===== config.mk =====
export PLATFORM = sky130hd
export DESIGN_NAME = debug_ring_multiport_router
export DESIGN_NICKNAME = d
export VERILOG_FILES = /design/src/rtl/dii_pkg.sv /design/src/rtl/dii_fifo.sv /design/src/rtl/debug_ring_multiport_router.sv
export SDC_FILE = /design/constraint.sdc
export NUM_CORES = 1
export LEC_CHECK = 0
export ABC_AREA = 1
export BUFFER_PORTS_ARGS = -buffer_cell sky130_fd_sc_hd__buf_4
export CORE_MARGIN = 3
export CORE_UTILIZATION = 52
export CTS_BUF_LIST = sky130_fd_sc_hd__clkbuf_4 sky130_fd_sc_hd__clkbuf_8
export DETAILED_ROUTE_END_ITERATION = 16
export GPL_TIMING_DRIVEN = 0
export HOLD_SLACK_MARGIN = 0.15
export PLACE_DENSITY = 0.78
export SYNTH_ARGS = -nofsm -noshare
export SYNTH_HDL_FRONTEND = slang
export SYNTH_SLANG_ARGS = --single-unit

===== constraint.sdc =====
create_clock -name clk -period 3.3 [get_ports clk]
set_input_delay 0.165 -clock clk [delete_from_list [all_inputs] [get_ports clk]]
set_output_delay 0.165 -clock clk [all_outputs]
set_load 0.03 [all_outputs]

===== src/rtl/dii_pkg.sv =====
// Shared flit format and route-state encoding for the DII ring router.
package dii_pkg;

   localparam int unsigned FLIT_W       = 16;
   localparam int unsigned DII_DEST_LSB = 0;

   typedef struct packed {
      logic [FLIT_W-1:0] data;
      logic              last;
      logic              valid;
   } dii_flit_t;

   typedef enum logic [1:0] {
      RT_IDLE,
      RT_LOCAL,
      RT_THROUGH
   } route_e;

endpackage


===== src/rtl/dii_fifo.sv =====
// Show-ahead FIFO with full/empty flags; head word is valid whenever !empty_o.
module dii_fifo #(
   parameter int unsigned WIDTH = 17,
   parameter int unsigned DEPTH = 4
) (
   input  logic             clk,
   input  logic             rst,
   input  logic             wr_i,
   input  logic [WIDTH-1:0] wdata_i,
   input  logic             rd_i,
   output logic [WIDTH-1:0] rdata_o,
   output logic             full_o,
   output logic             empty_o
);
   localparam int unsigned AW = $clog2(DEPTH);

   logic [WIDTH-1:0] mem_q [DEPTH];
   logic [AW:0]      wr_q;
   logic [AW:0]      rd_q;

   // Extra pointer bit distinguishes full from empty.
   assign empty_o = (wr_q == rd_q);
   assign full_o  = (wr_q[AW] != rd_q[AW]) && (wr_q[AW-1:0] == rd_q[AW-1:0]);
   assign rdata_o = mem_q[rd_q[AW-1:0]];

   always_ff @(posedge clk) begin
      if (rst) begin
         wr_q <= '0;
         rd_q <= '0;
      end else begin
         if (wr_i && !full_o)  wr_q <= wr_q + 1'b1;
         if (rd_i && !empty_o) rd_q <= rd_q + 1'b1;
      end
   end

   always_ff @(posedge clk) begin
      if (wr_i && !full_o) mem_q[wr_q[AW-1:0]] <= wdata_i;
   end

endmodule


===== src/rtl/debug_ring_multiport_router.sv =====
// Ring router node serving PORTS local modules: buffered ingress with packet-atomic
// routing, and a round-robin egress arbiter merging local injections with through-traffic.
module debug_ring_multiport_router
   import dii_pkg::*;
#(
   parameter int unsigned PORTS        = 3,
   parameter int unsigned BASE_ID      = 0,
   parameter int unsigned ID_WIDTH     = 10,
   parameter int unsigned BUFFER_DEPTH = 4
) (
   input  logic                      clk,
   input  logic                      rst,
   input  logic [FLIT_W-1:0]         ring_in_data,
   input  logic                      ring_in_last,
   input  logic                      ring_in_valid,
   output logic                      ring_in_ready,
   output logic [FLIT_W-1:0]         ring_out_data,
   output logic                      ring_out_last,
   output logic                      ring_out_valid,
   input  logic                      ring_out_ready,
   input  logic [PORTS*FLIT_W-1:0]   local_in_data,
   input  logic [PORTS-1:0]          local_in_last,
   input  logic [PORTS-1:0]          local_in_valid,
   output logic [PORTS-1:0]          local_in_ready,
   output logic [PORTS*FLIT_W-1:0]   local_out_data,
   output logic [PORTS-1:0]          local_out_last,
   output logic [PORTS-1:0]          local_out_valid,
   input  logic [PORTS-1:0]          local_out_ready
);
   localparam int unsigned NSRC = PORTS + 1;
   localparam int unsigned SW   = $clog2(NSRC);
   localparam int unsigned LW   = (PORTS > 1) ? $clog2(PORTS) : 1;
   localparam int unsigned FW   = FLIT_W + 1;

   logic [FW-1:0]       fifo_rdata;
   logic                fifo_full;
   logic                fifo_empty;
   logic                fifo_pop;
   dii_flit_t           head;
   logic [ID_WIDTH-1:0] dest_off;
   logic                head_local;
   route_e              state_q;
   logic [LW-1:0]       port_q;
   logic                route_local;
   logic [LW-1:0]       route_port;
   logic                local_pop;

   assign ring_in_ready = !fifo_full && !rst;

   dii_fifo #(
      .WIDTH (FW),
      .DEPTH (BUFFER_DEPTH)
   ) u_ingress_fifo (
      .clk     (clk),
      .rst     (rst),
      .wr_i    (ring_in_valid && ring_in_ready),
      .wdata_i ({ring_in_data, ring_in_last}),
      .rd_i    (fifo_pop),
      .rdata_o (fifo_rdata),
      .full_o  (fifo_full),
      .empty_o (fifo_empty)
   );

   always_comb begin
      head.data  = fifo_rdata[FW-1:1];
      head.last  = fifo_rdata[0];
      head.valid = !fifo_empty;
   end

   // Unsigned wrap pushes IDs below BASE_ID out of the local range.
   assign dest_off   = head.data[DII_DEST_LSB +: ID_WIDTH] - ID_WIDTH'(BASE_ID);
   assign head_local = (32'(dest_off) < PORTS);

   // While idle the head is routed from its own header; otherwise the packet's stored route.
   always_comb begin
      route_local = 1'b0;
      route_port  = '0;
      if (state_q == RT_IDLE) begin
         route_local = head_local;
         route_port  = LW'(dest_off);
      end else begin
         route_local = (state_q == RT_LOCAL);
         route_port  = port_q;
      end
   end

   always_comb begin
      local_out_valid = '0;
      local_pop       = 1'b0;
      for (int k = 0; k < int'(PORTS); k++) begin
         local_out_data[k*FLIT_W +: FLIT_W] = head.data;
         local_out_last[k]                  = head.last;
         if (head.valid && route_local && (route_port == LW'(k))) begin
            local_out_valid[k] = 1'b1;
            local_pop          = local_out_ready[k];
         end
      end
   end

   always_ff @(posedge clk) begin
      if (rst) begin
         state_q <= RT_IDLE;
         port_q  <= '0;
      end else begin
         case (state_q)
            RT_IDLE: begin
               if (head.valid && !(fifo_pop && head.last)) begin
                  state_q <= head_local ? RT_LOCAL : RT_THROUGH;
                  port_q  <= LW'(dest_off);
               end
            end
            default: begin
               if (fifo_pop && head.last) state_q <= RT_IDLE;
            end
         endcase
      end
   end

   // Egress arbitration: sources 0..PORTS-1 are local_in, PORTS is through-traffic.
   logic [NSRC-1:0]   req;
   logic [FLIT_W-1:0] sel_data;
   logic              sel_last;
   logic              gnt_any;
   logic [SW-1:0]     gnt_idx;
   logic [SW-1:0]     cand;
   logic [SW-1:0]     last_q;
   logic [SW-1:0]     gnt_q;
   logic              lock_q;
   logic              out_accept;
   logic              xfer;
   dii_flit_t         out_q;
   dii_flit_t         out_d;

   always_comb begin
      req                = '0;
      req[PORTS]         = head.valid && !route_local;
      gnt_any            = 1'b0;
      gnt_idx            = last_q;
      cand               = '0;
      for (int k = 0; k < int'(PORTS); k++) req[k] = local_in_valid[k];
      if (lock_q) begin
         gnt_any = 1'b1;
         gnt_idx = gnt_q;
      end else begin
         for (int unsigned i = 1; i <= NSRC; i++) begin
            cand = SW'((32'(last_q) + i) % NSRC);
            if (!gnt_any && req[cand]) begin
               gnt_any = 1'b1;
               gnt_idx = cand;
            end
         end
      end
   end

   always_comb begin
      sel_data = head.data;
      sel_last = head.last;
      for (int k = 0; k < int'(PORTS); k++) begin
         if (gnt_idx == SW'(k)) begin
            sel_data = local_in_data[k*FLIT_W +: FLIT_W];
            sel_last = local_in_last[k];
         end
      end
   end

   assign out_accept = !out_q.valid || ring_out_ready;
   assign xfer       = gnt_any && req[gnt_idx] && out_accept;
   assign fifo_pop   = local_pop || (xfer && (gnt_idx == SW'(PORTS)));

   always_comb begin
      local_in_ready = '0;
      for (int k = 0; k < int'(PORTS); k++) begin
         local_in_ready[k] = !rst && gnt_any && out_accept && (gnt_idx == SW'(k));
      end
   end

   always_comb begin
      out_d = out_q;
      if (out_accept) begin
         out_d.valid = xfer;
         out_d.data  = sel_data;
         out_d.last  = sel_last;
      end
   end

   always_ff @(posedge clk) begin
      if (rst) begin
         out_q  <= '0;
         lock_q <= 1'b0;
         gnt_q  <= SW'(PORTS);
         last_q <= SW'(PORTS);
      end else begin
         out_q <= out_d;
         if (xfer) begin
            last_q <= gnt_idx;
            gnt_q  <= gnt_idx;
            lock_q <= !sel_last;
         end
      end
   end

   assign ring_out_data  = out_q.data;
   assign ring_out_last  = out_q.last;
   assign ring_out_valid = out_q.valid;

endmodule


* Yosys cells after proc, flatten, opt, wreduce, memory -nomap -nowiden
Memories as Yosys holds them, arrays and structs flattened. A register that Yosys moved wholly into a read port is not among the register bits.
Cells that the tools add are included.
** Cells by class
- Reductions and logical operators :: 41
- Multiplexer cells :: 45
- Equality and inequality tests :: 10
- Add/sub/neg operators :: 6
- $lt $le $gt $ge :: 6
** Operators by type and width (number)
- $mux 16 :: 3
- $mux 1 :: 25
- $mux 2 :: 12
- $logic_and 1x1->1 :: 23
- $lt 2x3->1 const B :: 5
- $bmux 1 s2 :: 5
- $logic_not 1->1 :: 10
- $lt 10x2->1 const B :: 1
- $add 3x1->3 const B :: 2
- $eq 2x1->1 const B :: 3
- $eq 2x2->1 const B :: 3
- $logic_not 2->1 :: 3
- $add 2x1->2 const B :: 2
- $add 2x2->2 const B :: 2
- $reduce_and 2->1 :: 2
- $eq 3x3->1 :: 1
- $eq 2x2->1 :: 1
- $logic_or 1x1->1 :: 2
- $ne 2x1->1 const B :: 1
- $reduce_bool 2->1 :: 1
- $ne 1x1->1 :: 1
** Storage, ports and cells
- Input port bits :: 78
- RAM bits :: 68
- Logic and storage cells :: 118
- Flip-flop bits (word level) :: 31
- Memories :: 1
** Memory list
- u_ingress_fifo.mem_q :: depth 4, width 17, rd ports 1, clocked after memory_dff 1, write ports 1, line dii_fifo.sv:17 : logic [WIDTH-1:0] mem_q [DEPTH];

* Longest topological paths before layout
Gate-level depths: netlist (run 1).
- Word-level depth :: 31
- Gate-level depth with buffers :: 27
- Gate-level depth less buffers :: 25

* Hierarchy
From an unflattened synthesis (run 1), not the netlist that was laid out.
** Unflattened totals
- Cell total of the unflattened synthesis :: 574
- Area total of the unflattened synthesis :: 5322.6 um^2
** Modules (own cells, without submodules)
- dii_fifo :: sequential area each 2202.1 um^2, cells each 240, area an instance 3041.7 um^2, instances 1
- debug_ring_multiport_router :: sequential area each 500.5 um^2, cells each 334, area an instance 2280.9 um^2, instances 1

* Worst setup path before layout (run 1)
Ideal clock, no wire load.
- Path type :: reg-to-output
- From :: register (tool-made name)
- To :: output local_in_ready[0]
- Arrival time :: 2.781 ns
- Setup slack :: 0.354 ns
- Stages on the path, launching flop included :: 18
- Cells stage by stage :: dfxtp_1 -> buf_4 -> clkinv_2 -> nand3_1 -> and2_1 -> nand2_1 -> nand4_2 -> nand3_1 -> nand2_1 -> nand3_1 -> nand2_2 -> nand4_1 -> nand2_4 -> xor2_4 -> buf_6 -> nand2_4 -> buf_6 -> nor2_1
** RTL lines
- to (decl) :: line debug_ring_multiport_router.sv:24 : output logic [PORTS-1:0] local_in_ready,

==> results of run 1 <==
[critical path, delay by kind of cell, from the launching register on]
family | cells | cell delay [ns]
xor gates and xnor gates | 1 | 0.17
and+or+nand+nor | 15 | 1.60
buffers and inverters | 6 | 0.82
DFF | 1 | 0.35
AOI/OAI and AO/OA | 2 | 0.40
[final timing paths]
check	start	to	slack [ns]
min reg2reg	state_q[0]	state_q[0]	0.50
max reg2reg	register	ring_out_data[12]	-0.13
min	local_in_data[13]	ring_out_data[13]	0.13
max	register	ring_out_data[12]	-0.13
[timing repair]
action	4_1_cts	5_1_grt
endpoints found under the hold margin	91	0
hold buffers	60	0
buffers inserted	5	26
endpoints found under the setup margin	3	14
cloned	0	2
resized for setup	10	76
pin swaps	2	19
[layout make-up]
cell class	count	area [um^2]
multi-input combinational	349	2070
timing repair buffer	250	2100
buffer	58	468
inverter	56	230
sequential	101	2700
tap	129	161
clock inverter	6	60.1
fill	498	1490
clock buffer	10	131
[report_power, final]
part,internal [mW],switching [mW],total [mW]
Sequential,1.52,0.0977,1.61
Clock,0.308,0.474,0.782
Combinational,2.10,3.13,5.22
[state kept, by name, indices dropped and copies added (netlist names), named ones only]
register              cells
state_q                   2
u_ingress_fifo.rd_q       3
u_ingress_fifo.wr_q       3
ring_out_last             1
gnt_q                     2
port_q                    2
u_ingress_fifo.mem_q     68
ring_out_data            16
ring_out_valid            1
lock_q                    1
[per-stage QoR]
| stage | setup slack [ns] | hold slack, ns | instances | instance area [um^2] | total power, mW |
|---|---|---|---|---|---|
| after floorplan | 0.354 | 0.234 | 564 | 5150 | 4.52 |
| after global placement | 0.224 | 0.363 | 846 | 6460 | 5.56 |
| after detailed placement | 0.194 | 0.368 | 850 | 6530 | 5.64 |
| after CTS | 0.00666 | 0.151 | 931 | 7390 | 6.59 |
| after global routing | -0.232 | 0.147 | 959 | 7920 | 7.96 |
| final | -0.129 | 0.135 | 959 | 7920 | 7.62 |
[cell usage in the layout, fill, tap and decap left out, types with 10 or more instances in the layout]
cell type and n:
sky130_fd_sc_hd__dfxtp_1 32, sky130_fd_sc_hd__nor2_1 35, sky130_fd_sc_hd__nand2_2 17, sky130_fd_sc_hd__nand2_1 98, sky130_fd_sc_hd__a21oi_1 31, sky130_fd_sc_hd__nand3_2 14, sky130_fd_sc_hd__dlygate4sd3_1 60, sky130_fd_sc_hd__o21ai_0 52
sky130_fd_sc_hd__edfxtp_1 68, sky130_fd_sc_hd__inv_1 50, sky130_fd_sc_hd__nand3_1 28, sky130_fd_sc_hd__buf_4 217, sky130_fd_sc_hd__nand2_4 10
[layer usage]
layer	vias to the layer above	wire, um	global-route usage [%]
met5	-	0	0
met4	0	806	9.90
met3	87	1620	6.31
met2	391	9400	51.5
met1	2544	6920	35.0
li1	2397	-	-
[logic make-up (layout without fill, tap and decap cells)]
logic type	count (synthesis)	count (layout)	synth area share, %
AO/OA/AOI/OAI	112	112	13.3
buffers and inverters	114	380	12.2
AND/OR/NAND/NOR	226	226	19.4
adder cells (fa/ha/maj)	5	5	1.21
XOR/XNOR	6	6	1.53
flip-flops	101	101	52.5
==> impl_summary.md, run 1 <==
Status
The flow ran to the end, but the final reports show violations. The checks that failed: negative setup slack.

Setup path
The library cell contributing the largest single delay on the critical path is sky130_fd_sc_hd__dfxtp_2. For the worst flop-to-flop path, the logic depth is 24. STA puts the critical path data required time at 3.60 ns. The biggest cell delay along the critical path is 0.35 ns.

The largest driver fanout on the critical path is 10. The worst setup path is launched from a register. The critical path is of the register to register type.

Traced cell by cell, the critical path runs through buf_8 > clkinv_8 > clkbuf_16 > nand2_1 > nand3_1 > nand2_2 > nand2_2 > nor2_4 > nand4_4 > nand4_1 > nand3_1 > nand2_2 > nand2_2 > nor2_4 > nor2_4 > nand2_4 > xor2_4 > buf_4 > nor2_4 > buf_4 > buf_4 > nor2_1 > o221ai_1 > a21oi_1. At the worst endpoint, the arrival time is 3.73 ns. The worst setup path is captured at a register.

Place
The last weighted congestion value of the routability-driven placer is 0.849. During placement, the flow inserted port buffers numbering 153. The estimated wirelength of the detail-placed design is 10,500 um.

Floorplanning
The total die area is 11,100 um^2. The die boundary width is 106 um. The core box area is 9420 um^2. In this run the core area contains 35 standard-cell rows. In this run the count of I/O pins placed on the die edge is 154. From bottom edge to top edge, the die measures 106 um. The initial utilization of the core area, before any placement, comes to 54.7%.

Clock network
The clock latency on the worst-skew pair is 0.37 ns. The TritonCTS clock tree is yes. The CTS clock-pin slew for the worst setup and hold paths is 0.10 ns.

CTS placed an instance of sky130_fd_sc_hd__clkbuf_8 at the clock tree root. No sink is reached through more buffers than the 2 on the longest clock path. The H-tree generated during clock tree synthesis spans 3 levels. The tree built by TritonCTS fans out to 101 sinks. The number of clock buffers added by TritonCTS is 9.

Timing
The number of max-slew violations in the final report came to 0. The count of endpoints failing hold in the final timing report is 0. The maximum clock skew at final layout is 0.0134 ns. Setup violations remaining at the end of the flow were counted as 5. The worst path setup slack after routing is -0.129 ns.

Setup repair after global routing could not meet its margin everywhere. The actual transition at the worst max-transition pin is 0.682 ns. The maximum clock rate is 0.292 GHz. After routing, the total negative slack on setup checks comes to -0.267 ns.

After layout, the worst path uses 104% of the clock period. The worst pin sits at a relative slew slack of 54.5%. Subtracting the final worst setup slack from the clock period gives 3.43 ns.

Synthesis
Each instance of the synthesized netlist takes up on average 9.13 um^2. For this run, asynchronously set or reset flops after synthesis account for 0%. In this run the biggest area consumer among cell types represents 39.6% of the synthesized area. Ranked by total cell area, the synthesized netlist is headed by sky130_fd_sc_hd__edfxtp_1, sky130_fd_sc_hd__dfxtp_1, sky130_fd_sc_hd__nand2_1. When the netlist entered floorplanning its net count stood at 647. Counting instances in the post-synthesis netlist gives the leading cell types as sky130_fd_sc_hd__nand2_1, sky130_fd_sc_hd__edfxtp_1, sky130_fd_sc_hd__o21ai_0.

The post-synthesis cell type with the largest combined area is sky130_fd_sc_hd__edfxtp_1. The most used flip-flop cell after synthesis is sky130_fd_sc_hd__edfxtp_1. The share of the Yosys chip area taken by registers is 52.5%.

The total of warnings raised by yosys is 0. The cell count after synthesis is 564. Synthesis instantiated 36 different standard cells from the library.

Yosys mapped a number of flops with a built-in enable equal to 68. The leading cell type by number of instances after synthesis is sky130_fd_sc_hd__nand2_1. After synthesis the netlist holds a flip-flop and latch count of 101.

Summing every instance area after synthesis gives 5150 um^2.

Power and ir drop
The leakage power summed over all cells is 3.54 nW. The power per cell area is 961 nW/um^2. VDD sags by at most 533 uV.

Routing
The detail route stage leaves a number of antenna-violating nets equal to 0. The final routed wire length divided by cell count is 19.5 um. For this block, the via count after detailed routing is 5,419. Dividing the detail-routed via count by the number of cells gives 5.65.

The count of TritonRoute iterations in the first routing pass is 6. The number of DRC violations after detailed routing is 0. Summed over all layers, the routed wires come to 18,700 um. The first-iteration detailed-routing DRC count is 539.

Global routing
The pin count of the biggest net entering global routing is 20. The number of global-route vias before repair is 4,977. The number of antenna violations at the first check in global routing is 0. Global routing used 29.1% of the available tracks across all layers. The first global-routing pass estimated 25,600 um of wire. The total overflow left after global routing is 0.

Worst hold path
The type of the worst min-delay path is primary input to register. Counting instances, the worst hold path has a depth of 3.

Cells and area
For this run, the share of the core covered by cells in the final layout is 84.1%. The layout cell share with drive strength beyond 1 is 40.1%. 0 antenna diodes ended up in the layout.

The number of nets in the layout is 908. The synthesis-to-finish area growth is 53.8%.

Job
The max-capacitance violation count is 0.
Power figures use the tool's default switching activity.
==> inputs of run 2 (changes only) <==
--- a/config.mk
+++ b/config.mk
@@ -13,7 +13,7 @@
 export DETAILED_ROUTE_END_ITERATION = 16
 export GPL_TIMING_DRIVEN = 0
 export HOLD_SLACK_MARGIN = 0.15
-export PLACE_DENSITY = 0.78
+export PLACE_DENSITY_LB_ADDON = 0.12
 export SYNTH_ARGS = -nofsm -noshare
 export SYNTH_HDL_FRONTEND = slang
 export SYNTH_SLANG_ARGS = --single-unit
==> constraint.sdc (replaced) <==
create_clock -name clk -period 3.4 [get_ports clk]
set_input_delay 0.17 -clock clk [delete_from_list [all_inputs] [get_ports clk]]
set_output_delay 0.17 -clock clk [all_outputs]
set_load 0.03 [all_outputs]
==> run 2 against run 1 <==
  * The run now ends clean
  * Register-to-register slack better by 0.35 ns
  * First-iteration DRC count is 45% lower
  * Combinational power down 14%
  * Clock-buffer cell count is 1 lower
  * Final cell count fell by 4.4%
  * Critical endpoint is now local_in_ready[0]
  * Largest cell class unchanged
  * Largest power group unchanged
  * Highest routed layer unchanged
==> impl_summary.md, run 2 (synthesis gave the netlist of run 1 again) <==
Status
Result of the run: finished, final reports clean (was finished with violations).

Global routing
The overflow left after global routing came to 0 (unchanged). The number of antenna violations at the first check in global routing is 0 (unchanged). The wire length of the first global-routing pass is 22,900 um (was 25,600 um).

The pin count of the biggest net entering global routing is 21 (was 20). The number of global-route vias before repair is 4,591 (was 4,977). The total track usage is 25.7% (was 29.1%).

Cells and area
The fill cell total of the finished layout is 645 (was 498). The layout cell share with drive strength beyond 1 came to 37.3% (was 40.1%). The number of antenna diodes was 0 (unchanged). The number of flip-flops in the largest register is 68 (unchanged). The number of standard cells in the layout, taps in and fillers out came to 917 (was 959).

Leading cell types in the layout, fill and taps excluded: sky130_fd_sc_hd__buf_4, sky130_fd_sc_hd__nand2_1, sky130_fd_sc_hd__edfxtp_1 (unchanged). The commonest non-fill, non-tap cell in the layout was sky130_fd_sc_hd__buf_4 (unchanged). The synthesis-to-finish area growth is 42.7% (was 53.8%). The combined area of the multi-input logic cells was 1930 um^2 (was 2070 um^2). The final design utilization is 78.1% (was 84.1%). The area of all placed cells without fillers is 7350 um^2 (was 7920 um^2). The number of nets in the layout is 866 (was 908). The storage element area is 2700 um^2 (unchanged).

Clock network
The clock latency on the worst-skew pair is 0.35 ns (was 0.37 ns). The CTS clock-pin slew for the worst setup and hold paths is 0.11 ns (was 0.10 ns). The library cell used as clock root buffer is sky130_fd_sc_hd__clkbuf_8 (unchanged).

The maximum buffer depth of the clock tree came to 2 (unchanged). The clock net sink count was 101 (unchanged). The level count of the clock H-tree was 3 (unchanged). The number of clock buffers inserted by TritonCTS is 9 (unchanged). The TritonCTS clock tree is yes (unchanged).

Worst hold path
The type of the worst min-delay path is primary input to register (unchanged).

Power and ir drop
The combinational cell fraction of total power is 65.4% (was 68.6%). The total power draw is 6.87 mW (was 7.62 mW). The maximum VDD drop was 639 uV (was 533 uV). The net switching power came to 3.24 mW (was 3.70 mW).

The power per cell area was 934 nW/um^2 (was 961 nW/um^2). The design internal power is 3.63 mW (was 3.92 mW). The leakage power summed over all cells was 3.29 nW (was 3.54 nW). The share of power burned in the clock network is 11.9% (was 10.3%). The sequential cell fraction of total power was 22.7% (was 21.2%). The switching fraction of total power is 47.1% (was 48.6%).

Place
The pre-CTS worst setup slack was 0.191 ns (was 0.194 ns). The last weighted congestion value of the routability-driven placer was 0.927 (was 0.849). The standard cell area after detailed placement is 6530 um^2 (about the same). The estimated wirelength of the detail-placed design is 10,500 um (about the same). The count of input and output buffers is 153 (unchanged). The instance count after placement with tap cells included was 850 (unchanged).

Timing
The worst slew slack as a fraction of its limit came to 52.7% (was 54.5%). RSZ-0062 raised after global routing: yes (unchanged). The final worst-path cycle share is 95.7%.

The worst path setup slack after routing is 0.147 ns (was -0.129 ns). The final-layout setup total negative slack was 0 ns (was -0.267 ns). The number of max-slew violations in the final report is 0 (unchanged).

The worst hold margin is 0.159 ns (was 0.135 ns). The actual transition at the worst max-transition pin is 0.710 ns (was 0.682 ns). The final setup violation count came to 0 (was 5). The post-route minimum period is 3.25 ns. The maximum clock rate is 0.307 GHz. The maximum clock skew at final layout was 0.0117 ns (was 0.0134 ns). The count of endpoints failing hold in the final timing report is 0 (unchanged).

Setup path
The data required time at the worst endpoint is 3.23 ns (was 3.60 ns). The termination of the worst setup path is local_in_ready[0] (was ring_out_data[12]). The kind of launch point of the worst setup path is a register (unchanged). The endpoint of the lowest-slack register-to-register path is lock_q (was ring_out_data[12]).

The worst reg2reg path depth is 23 (was 24). The critical path capture point type is a primary output (was register). The arrival time at the worst endpoint came to 3.08 ns (was 3.73 ns). The largest driver fanout on the critical path was 10 (unchanged). The critical path class is register to primary output (was register to register). The reg-to-reg setup timing slack is 0.22 ns (was -0.13 ns).

Routing
The number of DRC violations after detailed routing is 0 (unchanged). The total routed wirelength was 14,900 um (was 18,700 um). The post-detailed-route count of antenna-violating nets is 0 (unchanged).

The via count is 4,767 (was 5,419). The post-detailed-route via-to-cell ratio came to 5.20 (was 5.65). The first-iteration detailed-routing DRC count is 299 (was 539). The final routed wire length divided by cell count came to 16.3 um (was 19.5 um). The count of TritonRoute iterations in the first routing pass is 5 (was 6).

Floorplanning
The starting utilization of the core area is 54.7% (unchanged). The die boundary width is 106 um (unchanged). The I/O pin count is 154 (unchanged). The chip height is 106 um (unchanged). The total die area came to 11,100 um^2 (unchanged). The core box area is 9420 um^2 (unchanged). The placement row count was 35 (unchanged).

Job
The max-capacitance violation count is 0 (unchanged).
run 2: changes by cell type in the layout (fill, tap and decap cells not counted), moves of 4 or more:
cell	change
sky130_fd_sc_hd__buf_8	-4
sky130_fd_sc_hd__nand2_1	+9
sky130_fd_sc_hd__nand3_2	-11
sky130_fd_sc_hd__nand3_1	+11
sky130_fd_sc_hd__buf_4	-8
sky130_fd_sc_hd__dlygate4sd3_1	-28
sky130_fd_sc_hd__nand2_4	-7
run 2: area by class of cell:
cell class	count	share of cell area [%]
plain buffers	58	6.04
multi-input cells	349	26.2
clock inverters	7	1.36
flip-flops and latches	101	36.8
inverters	56	2.99
clock buffers	9	1.68
repair buffers	208	22.7
well taps	129	2.20
run 2: layer usage:
layer	global-route usage, %	vias to the layer above	wire, um
li1	-	2312	-
met1	31.6	2247	5850
met2	46.2	181	7760
met3	4.23	27	989
met4	8.05	0	329
met5	0	-	0
run 2: how the worst min path moves through the flow:
stage	startpoint	endpoint	slack [ns]	cells past startpoint
floorplan	rst	ring_out_valid	0.24	1
global placement	ring_in_data[6]	u_ingress_fifo.mem_q[3][7]	0.37	1
detailed placement	ring_in_data[1]	u_ingress_fifo.mem_q[1][2]	0.37	1
CTS	local_in_data[33]	ring_out_data[1]	0.15	5
global route	local_in_data[44]	ring_out_data[12]	0.16	5
finish	local_in_data[44]	ring_out_data[12]	0.16	5
run 2: critical path, cell delays in order, from the launching register on:
cell and delay, ns:
sky130_fd_sc_hd__dfxtp_2 0.34, sky130_fd_sc_hd__buf_6 0.11, sky130_fd_sc_hd__inv_4 0.05, sky130_fd_sc_hd__buf_6 0.14, sky130_fd_sc_hd__nand2_1 0.06, sky130_fd_sc_hd__nand3_1 0.09, sky130_fd_sc_hd__nand2_2 0.12, sky130_fd_sc_hd__nand2_2 0.08
sky130_fd_sc_hd__nor2_4 0.15, sky130_fd_sc_hd__nand4_4 0.12, sky130_fd_sc_hd__nand4_1 0.14, sky130_fd_sc_hd__nand3_1 0.10, sky130_fd_sc_hd__nand2_2 0.11, sky130_fd_sc_hd__nand2_2 0.07, sky130_fd_sc_hd__nor2_4 0.09, sky130_fd_sc_hd__nor2_2 0.06
sky130_fd_sc_hd__nand2_4 0.11, sky130_fd_sc_hd__xor2_4 0.20, sky130_fd_sc_hd__buf_6 0.15, sky130_fd_sc_hd__nand2_8 0.07, sky130_fd_sc_hd__buf_12 0.14, sky130_fd_sc_hd__nor2_4 0.08, sky130_fd_sc_hd__buf_6 0.14
run 2: repair_timing:
item	4_1_cts	5_1_grt
gates resized for setup	6	34
setup buffers	2	17
hold buffers	32	0
pin swaps	1	12
setup endpoints to repair	3	8
hold endpoints to repair	81	0
run 2: power by group through the flow:
stage                     sequential (mW)  combinational (mW)  clock (mW)
after floorplan                      1.74                2.64           0
after global placement               1.58                3.84           0
after detailed placement             1.58                3.93           0
after CTS                            1.55                4.04       0.825
after global routing                 1.57                4.82       0.880
final                                1.56                4.49       0.816
==> inputs of run 3 (changes only) <==
==> constraint.sdc (replaced) <==
create_clock -name clk -period 3.6 [get_ports clk]
set_input_delay 0.18 -clock clk [delete_from_list [all_inputs] [get_ports clk]]
set_output_delay 0.18 -clock clk [all_outputs]
set_load 0.03 [all_outputs]
==> run 3 against run 2 <==
  * Combinational power is 13% lower
  * Routed wire length down 4.7%
  * Largest cell class unchanged
  * Total power is 11% lower
  * Largest power group unchanged
  * Highest routed layer unchanged
  * Clock skew down 0.00065 ns
  * Worst setup slack improved by 0.047 ns
  * Non-clock buffer count shrank 19
  * Die area unchanged
  * Register-to-register slack improved by 0.21 ns
  * Flip-flop and latch count is the same
  * Utilization decreased by 2.6 points
  * Hold slack improved by 0.0061 ns
  * Clock-buffer cell count unchanged
==> impl_summary.md, run 3 (synthesis gave the netlist of run 1 again) <==
Setup path
The critical path capture point type is a primary output (unchanged). The most frequent cell on the critical path is sky130_fd_sc_hd__nand2_2. The largest driver fanout on the critical path is 10 (unchanged). The data required time at the worst endpoint is 3.42 ns (was 3.23 ns). Cells traversed along the worst timing path: buf_4 > clkbuf_4 > nand3_1 > nand2_2 > nand2_1 > nor2_4 > nand4_4 > nand4_1 > nand3_1 > nand2_2 > nand2_2 > nor2_4 > nor2_2 > nand2_4 > xor2_2 > nor2_2 > inv_2 > buf_6 > nor2_1 > buf_4 (was buf_6 > inv_4 > buf_6 > nand2_1 > nand3_1 > nand2_2 > nand2_2 > nor2_4 > nand4_4 > nand4_1 > nand3_1 > nand2_2 > nand2_2 > nor2_4 > nor2_2 > nand2_4 > xor2_4 > buf_6 > nand2_8 > buf_12 > nor2_4 > buf_6). The top cell family by delay on the critical path was simple AND/OR/NAND/NOR gates (unchanged). The kind of launch point of the worst setup path is a register (unchanged). The library cell contributing the largest single delay on the critical path was sky130_fd_sc_hd__dfxtp_1 (was sky130_fd_sc_hd__dfxtp_2).

The biggest cell delay along the critical path is 0.33 ns (was 0.34 ns). The critical path class was register to primary output (unchanged). The number of buffer and inverter instances along the worst setup path was 5 (was 6). The arrival time at the worst endpoint is 3.23 ns (was 3.08 ns).

Job
The max-capacitance violation count is 0 (unchanged).

Clock network
The maximum buffer depth of the clock tree was 2 (unchanged). The clock latency on the worst-skew pair is 0.35 ns (about the same). The clock net sink count is 101 (unchanged).

The number of clock buffers inserted by TritonCTS was 9 (unchanged). The level count of the clock H-tree is 3 (unchanged). The library cell used as clock root buffer is sky130_fd_sc_hd__clkbuf_8 (unchanged).

The CTS clock-pin slew for the worst setup and hold paths is 0.11 ns (about the same). The TritonCTS clock tree is yes (unchanged).

Floorplanning
The die boundary width is 106 um (unchanged). The core box area is 9420 um^2 (unchanged). The total die area is 11,100 um^2 (unchanged). The starting utilization of the core area was 54.7% (unchanged).

The I/O pin count is 154 (unchanged). The chip height was 106 um (unchanged). The placement row count is 35 (unchanged).

Cells and area
The layout cell share with drive strength beyond 1 is 35.2% (was 37.3%). The number of antenna diodes came to 0 (unchanged). The area of all placed cells without fillers is 7110 um^2 (was 7350 um^2).

The number of nets in the layout is 847 (was 866). The number of flip-flops in the largest register came to 68 (unchanged). Leading cell types in the layout, fill and taps excluded: sky130_fd_sc_hd__buf_4, sky130_fd_sc_hd__nand2_1, sky130_fd_sc_hd__edfxtp_1 (unchanged). The synthesis-to-finish area growth came to 38.1% (was 42.7%).

The commonest non-fill, non-tap cell in the layout is sky130_fd_sc_hd__buf_4 (unchanged).

Timing
The worst slew slack as a fraction of its limit is 53.4% (was 52.7%). The actual transition at the worst max-transition pin is 0.698 ns (was 0.710 ns). The post-route minimum period is 3.41 ns. RSZ-0062 raised after global routing: yes (unchanged).

Timing would allow up to 0.294 GHz. The worst path setup slack after routing is 0.194 ns (was 0.147 ns). The worst hold margin is 0.165 ns (was 0.159 ns).

The final-layout setup total negative slack is 0 ns (unchanged). The count of endpoints failing hold in the final timing report came to 0 (unchanged). The number of max-slew violations in the final report was 0 (unchanged). The final worst-path cycle share is 94.6%. The maximum clock skew at final layout is 0.0110 ns (was 0.0117 ns). The final setup violation count is 0 (unchanged).

Routing
The post-detailed-route count of antenna-violating nets is 0 (unchanged). The via count came to 4,630 (was 4,767). The final routed wire length divided by cell count is 15.8 um (was 16.3 um). The count of TritonRoute iterations in the first routing pass is 5 (unchanged). The first-iteration detailed-routing DRC count is 248 (was 299).

The total routed wirelength came to 14,200 um (was 14,900 um). The number of DRC violations after detailed routing is 0 (unchanged). The post-detailed-route via-to-cell ratio was 5.16 (was 5.20).

Global routing
The total track usage is 25.1% (was 25.7%). The pin count of the biggest net entering global routing came to 21 (unchanged). The number of antenna violations at the first check in global routing is 0 (unchanged). The wire length of the first global-routing pass is 22,300 um (was 22,900 um). The overflow left after global routing is 0 (unchanged). The number of global-route vias before repair is 4,500 (was 4,591).

Worst hold path
The type of the worst min-delay path was primary input to register (unchanged).

Place
The pre-CTS worst setup slack is 0.391 ns (was 0.191 ns). The last weighted congestion value of the routability-driven placer is 0.927 (unchanged). The standard cell area after detailed placement is 6530 um^2 (unchanged). The count of input and output buffers is 153 (unchanged). The estimated wirelength of the detail-placed design was 10,500 um (unchanged).

Status
Result of the run: finished, final reports clean (unchanged).

Power and ir drop
The maximum VDD drop is 557 uV (was 639 uV). The leakage power summed over all cells is 3.19 nW (was 3.29 nW). The power per cell area is 862 nW/um^2 (was 934 nW/um^2).
## run 3: worst paths after layout
kind,from,endpoint,slack (ns),cells past startpoint
min reg2reg,state_q[0],state_q[0],0.49,2
max reg2reg,register,lock_q,0.43,20
max,register,local_in_ready[1],0.19,20
min,local_in_data[41],ring_out_data[9],0.16,5
## run 3: tightest hold or removal path: cells and delay by family
kind | cells | cell delay [ns]
buf+inv | 2 | 0.15
compound gates | 1 | 0.05
simple gates | 2 | 0.10
## run 3: final cells by class
type	instances	area, um^2
repair buffers	189	1520
clock inverters	7	100
flip-flops and latches	101	2700
inverters	56	218
multi-input cells	349	1870
plain buffers	58	423
fillers	689	2300
well taps	129	161
clock buffers	9	124
## run 3: repair_timing
| item | in CTS | in global routing |
|---|---|---|
| hold buffers | 27 | 0 |
| endpoints found under the setup margin | 0 | 3 |
| gates resized for setup | 0 | 17 |
| hold endpoints to repair | 77 | 0 |
| buffers inserted | 0 | 5 |
## run 3: routing by layer
| metal | GRT usage, % | part of all wire, % |
|---|---|---|
| met1 | 31.1 | 41 |
| met5 | 0 | 0 |
| met3 | 3.74 | 5.9 |
| met4 | 6.75 | 1.1 |
| met2 | 45.5 | 52 |
## run 3: power by group
group | switching, mW | internal, mW
logic | 2.39 | 1.50
registers | 0.0823 | 1.39
clock network | 0.428 | 0.345
total | 2.90 | 3.24
## run 3: through the flow
step                power (mW)  utilization, %  cells
finish                    6.13            75.5    898
CTS                       5.99            74.6    893
floorplan                 4.14               -    564
detailed placement        5.20            69.3    850
global placement          5.12            68.6    846
global route              6.53            75.5    898
